`src/rtl/soundbar_peak.sv`:
```
// Level-meter bar renderer with attack/decay smoothing; pixel_data is one cycle behind pixel_index.
// Peak-hold marker is built only when SOUNDBAR_PEAK_EN is defined; no backpressure, levels move on frame_tick.
module soundbar_peak #(
  parameter int WIDTH       = 96,
  parameter int HEIGHT      = 64,
  parameter int SEGMENTS    = 16,
  parameter int BORDER      = 3,
  parameter int BAR_X0      = 64,
  parameter int LOW_SEGS    = 5,
  parameter int MID_SEGS    = 10,
  parameter int HOLD_TICKS  = 30,
  parameter int DECAY_TICKS = 4,
  localparam int LW         = $clog2(SEGMENTS + 1)
) (
  input  logic          clock,
  input  logic          reset,
  input  logic          frame_tick,
  input  logic [LW-1:0] level,
  input  logic [15:0]   col_bg,
  input  logic [15:0]   col_border,
  input  logic [15:0]   col_low,
  input  logic [15:0]   col_mid,
  input  logic [15:0]   col_high,
  input  logic [15:0]   col_peak,
  input  logic [12:0]   pixel_index,
  output logic [15:0]   pixel_data,
  output logic [LW-1:0] disp_level,
  output logic [LW-1:0] peak_level
);

  localparam int DW = $clog2(DECAY_TICKS + 1);
  localparam logic [LW-1:0] SEG_MAX  = LW'(SEGMENTS);
  localparam logic [DW-1:0] DEC_LAST = DW'(DECAY_TICKS - 1);

  localparam logic [12:0] W13      = 13'(WIDTH);
  localparam logic [12:0] NPIX     = 13'(WIDTH * HEIGHT);
  localparam logic [12:0] B13      = 13'(BORDER);
  localparam logic [12:0] XR       = 13'(WIDTH - BORDER);
  localparam logic [12:0] YB       = 13'(HEIGHT - BORDER);
  localparam logic [12:0] ROW_BASE = 13'(HEIGHT - BORDER - 1);
  localparam logic [12:0] X0       = 13'(BAR_X0);
  localparam logic [12:0] SEG13    = 13'(SEGMENTS);
  localparam logic [12:0] LOW13    = 13'(LOW_SEGS);
  localparam logic [12:0] MID13    = 13'(MID_SEGS);

  logic [LW-1:0] lsat;
  logic [LW-1:0] disp_nxt;
  logic [DW-1:0] dcnt;
  logic [DW-1:0] dcnt_nxt;
  logic          peak_hit;
  logic [15:0]   pix_nxt;
  logic [12:0]   px;
  logic [12:0]   py;
  logic [12:0]   dy;
  logic [12:0]   seg0;
  logic [1:0]    pit;

  assign lsat = (level > SEG_MAX) ? SEG_MAX : level;

  // Instant attack; otherwise step down one segment every DECAY_TICKS ticks, floored at the input.
  always_comb begin
    disp_nxt = disp_level;
    dcnt_nxt = dcnt;
    if (lsat > disp_level) begin
      disp_nxt = lsat;
      dcnt_nxt = '0;
    end else if (dcnt == DEC_LAST) begin
      dcnt_nxt = '0;
      if (disp_level > lsat) disp_nxt = disp_level - 1'b1;
    end else begin
      dcnt_nxt = dcnt + 1'b1;
    end
  end

  always_ff @(posedge clock or posedge reset) begin
    if (reset) begin
      disp_level <= '0;
      dcnt       <= '0;
    end else if (frame_tick) begin
      disp_level <= disp_nxt;
      dcnt       <= dcnt_nxt;
    end
  end

`ifdef SOUNDBAR_PEAK_EN
  localparam int HW = $clog2(HOLD_TICKS + 1);
  localparam logic [HW-1:0] HOLD_MAX = HW'(HOLD_TICKS);

  logic [HW-1:0] hcnt;
  logic [HW-1:0] hcnt_nxt;
  logic [LW-1:0] peak_nxt;

  // Floor against the post-tick display level so the marker never sinks into the bar.
  always_comb begin
    peak_nxt = peak_level;
    hcnt_nxt = hcnt;
    if (lsat >= peak_level) begin
      peak_nxt = lsat;
      hcnt_nxt = '0;
    end else if (hcnt != HOLD_MAX) begin
      hcnt_nxt = hcnt + 1'b1;
    end else if (peak_level > disp_nxt) begin
      peak_nxt = peak_level - 1'b1;
    end
  end

  always_ff @(posedge clock or posedge reset) begin
    if (reset) begin
      peak_level <= '0;
      hcnt       <= '0;
    end else if (frame_tick) begin
      peak_level <= peak_nxt;
      hcnt       <= hcnt_nxt;
    end
  end

  assign peak_hit = (peak_level > disp_level) && ((seg0 + 13'd1) == 13'(peak_level));
`else
  logic unused_hold;
  assign unused_hold = (HOLD_TICKS > 0);
  assign peak_level  = '0;
  assign peak_hit    = 1'b0;
`endif

  // Segments count upward from the bottom row in a 3-row pitch: two lit rows, one gap row.
  always_comb begin
    py      = pixel_index / W13;
    px      = pixel_index - py * W13;
    dy      = ROW_BASE - py;
    seg0    = dy / 13'd3;
    pit     = 2'(dy - seg0 * 13'd3);
    pix_nxt = col_bg;
    if (pixel_index >= NPIX) begin
      pix_nxt = col_bg;
    end else if (px < B13 || px >= XR || py < B13 || py >= YB) begin
      pix_nxt = col_border;
    end else if (px >= X0 && pit != 2'd2 && seg0 < SEG13) begin
      if (seg0 < 13'(disp_level)) begin
        if (seg0 < LOW13)      pix_nxt = col_low;
        else if (seg0 < MID13) pix_nxt = col_mid;
        else                   pix_nxt = col_high;
      end else if (peak_hit) begin
        pix_nxt = col_peak;
      end
    end
  end

  always_ff @(posedge clock or posedge reset) begin
    if (reset) pixel_data <= '0;
    else       pixel_data <= pix_nxt;
  end

endmodule

```
`config.mk`:
```
export PLATFORM = sky130hd
export DESIGN_NAME = soundbar_peak
export DESIGN_NICKNAME = d
export VERILOG_FILES = /design/src/rtl/soundbar_peak.sv
export SDC_FILE = /design/constraint.sdc
export NUM_CORES = 1
export LEC_CHECK = 0
export CAP_MARGIN = 30
export CORE_MARGIN = 4
export CORE_UTILIZATION = 48
export CTS_BUF_LIST = sky130_fd_sc_hd__clkbuf_8
export DETAILED_ROUTE_END_ITERATION = 8
export PLACE_DENSITY = 0.84
export SKIP_LAST_GASP = 1
export SLEW_MARGIN = 20
export SYNTH_ARGS = -nofsm -noshare
export SYNTH_HDL_FRONTEND = slang
export SYNTH_SLANG_ARGS = --single-unit
export TNS_END_PERCENT = 10
```
`constraint.sdc`:
```
create_clock -name clock -period 2.9 [get_ports clock]
set_input_delay 0.29 -clock clock [delete_from_list [all_inputs] [get_ports clock]]
set_output_delay 0.29 -clock clock [all_outputs]
set_load 0.05 [all_outputs]
```
==> results.md <==
* DR DRC count at 0
* Most common cell in the synthesized netlist: ha_1
* FF+latch area at 601 sq um
* Clock Latency Late Sink at 0.29 ns
* Failing checks: setup timing
* GRT overflow at 0
* Initial Util at 0.504
* Avg WL per Cell at 23.4 um
* Fmax at 0.165 GHz
* Leading area contributor after synthesis: dfrtp_1
* Die area at 10,400 sq um
* DPL Wire Length at 12.2 mm
* Startpoint Class: input port
* CTS max path bufs at 2
* Flops & latches, synth at 24
* Top post-synthesis cells by count: ha_1 (37), nand2_1 (31), a21oi_1 (28)
* Final Skew at 0.0186 ns
* Synth top area cells: dfrtp_1 (14%), ha_1 (11%), mux2_2 (4.5%)
* GPL Wtd Cong at 0.919
* First-pass GRT wire length at 28.0 mm
* Slowest CP cell: or4_4
* Critical Path Sink Type: flip-flop
* CP bufs+invs at 5
* Setup violators final at 16
* Post-place instance area at 6540 sq um
* Final WS setup at -3.16 ns
* Ys flop type: dfrtp_1
* Synth unique cells at 89
* CTS Hold Bufs at 0
* Buffers on Ports at 121
* Worst path arrival time at 6.23 ns
* Worst VDD drop at 416 uV
* Reg clk slew, reported paths at 0.11 ns
* Static leakage at 0.00295 uW
* Pre-CTS setup slack at -3.66 ns
* Share of the synthesized area in the top cell type at 0.142
* Sequential share of the synthesized area at 0.142
* Via count at 5,822
* Post-route antenna net violation count at 0
* Die X at 102 um
* Root Buffer: clkbuf_8
* Number of CTS-inserted buffers at 3
* Inst Count DP at 834
* Number of global-route vias before repair at 5,787
* CP Data Required Time at 3.07 ns
* DRT iter0 DRCs at 534
* # diodes at 0
* Layout area overhead at 66.9%
* Final period demand of the worst path at 6.06 ns
* Post-synthesis cell count at 509
* Core footprint at 8380 sq um
* CTS sink count at 24
* Htree depth at 1
* Hold Crit Class: in2async
* Max-cap violations at 0
* Mean Syn Cell Area at 8.30 sq um
* Die H at 102 um
* Fin. Hold Viols at 0
* Yosys warning count at 0
* Tot GR Track Use at 0.335
* Layout cells sized above 1 at 0.354
* Post-synth EDFFs at 0
* Layout Cells excl Fill at 853
* Status: complete, but fails checks
* Setup CP Type: in2reg
* Routed WL at 19.9 mm
* Asr flop ratio synth at 1.00
* Boundary pin count at 143
* Max_slew headroom at 0.589
* Initial antenna violation count at 0
* Final instance area at 7050 sq um
* Drt first pass iters at 5
* Multi-input combinational cell area at 3690 sq um
* Worst-margin pin slew at 0.612 ns
* CP max FO at 16
* Nets at 905
* Power density over cell area at 625 nW/um^2
* Unrepaired setup endpoints after global routing: yes
* Fill cell count at 402
* Final worst-path cycle share at 2.09
* CP dominant cell by count: buf_4
* Area of the mapped netlist at 4220 sq um
* CTS tree: done
* Largest net degree at the start of global routing at 25
* CP peak stage delay at 0.55 ns
* Fin. max-slew vios at 0
* Cell family with most CP delay: simple AND/OR/NAND/NOR gates
* Detailed-route vias per instance at 6.83
* Row cnt at 33
metal layers:
layer | GRT usage | wire, um | vias up
li1 | - | - | 2426
met1 | 0.362 | 6960 | 2740
met2 | 0.610 | 9560 | 480
met3 | 0.0613 | 1650 | 176
met4 | 0.188 | 1780 | 0
met5 | 0 | 0 | -
cell families after synthesis:
group           synth area share
other cells             0.000888
fa+ha+maj                  0.129
mux                       0.0504
flops                      0.142
simple gates               0.162
xor+xnor                  0.0604
compound gates             0.373
buf+inv                   0.0821
flip-flops by register name, indices dropped and copies added, names as in the netlist:
register    count
disp_level      5
pixel_data     16
dcnt            3
layout by cell type (no fill, tap or decap), types with 4 or more instances in the layout:
master,netlist,layout
buf_4,9,136
clkdlybuf4s50_1,0,115
ha_1,37,33
nand2_1,31,26
inv_1,27,24
dfrtp_1,24,24
a21oi_1,28,23
nor2_1,22,21
o221ai_1,19,19
o21bai_1,19,19
mux2_2,17,17
o21ai_0,16,16
nand3_1,15,15
a21oi_2,11,13
xnor2_1,14,12
a41oi_1,17,11
buf_6,3,9
nor2b_1,9,8
o21a_1,8,8
nor3_1,8,8
inv_2,6,8
nand4_1,7,7
xor2_1,7,6
a41oi_2,0,6
a31oi_1,6,5
a21o_1,5,5
conb_1,1,5
buf_12,0,5
nand2b_1,4,4
o21ai_1,5,4
o211ai_1,4,4
clkbuf_8,0,4
buf_2,13,4
per-stage QoR:
stage               power (uW)  setup TNS, ns  utilization  hold slack, ns
detailed placement        3620         -57.93        0.780           0.471
global route              4600         -50.74        0.841           0.252
floorplan                 2410         -52.05            -           0.305
CTS                       4000         -41.76        0.825           0.497
global placement          3480         -51.48        0.780           0.460
finish                    4400         -49.21        0.841           0.240
power by group:
part / total, uW / internal [uW] / switching (uW)
clock: 257 / 122 / 135
sequential: 481 / 416 / 64.3
combinational: 3670 / 1580 / 2080
path summary, 6_finish.rpt:
| kind | from | to | slack, ns | cells past startpoint |
|---|---|---|---|---|
| max | pixel_index[10] | pixel_data[14] | -3.16 | 31 |
| min | reset | pixel_data[2] | 0.24 | 2 |
| max reg2reg | disp_level[2] | pixel_data[14] | -0.11 | 13 |
| min reg2reg | dcnt[2] | dcnt[2] | 0.50 | 1 |
| max in group asynchronous | reset | pixel_data[1] | 2.27 | 3 |
| min in group clock | dcnt[2] | dcnt[2] | 0.50 | 1 |
area by class of cell:
type,instances,share of cell area
tap,105,0.0186
multi-input combinational,416,0.523
clock buffer,4,0.00781
sequential,24,0.0852
inverter,33,0.0176
timing repair buffer,271,0.347
timing repair:
| item | CTS | global route |
|---|---|---|
| endpoints found under the setup margin | 16 | 16 |
| setup buffers | 14 | 0 |
| gates resized for setup | 71 | 15 |
| cloned | 1 | 0 |
| pin swaps | 30 | 8 |
No activity file was read; power rests on OpenSTA's default activity.
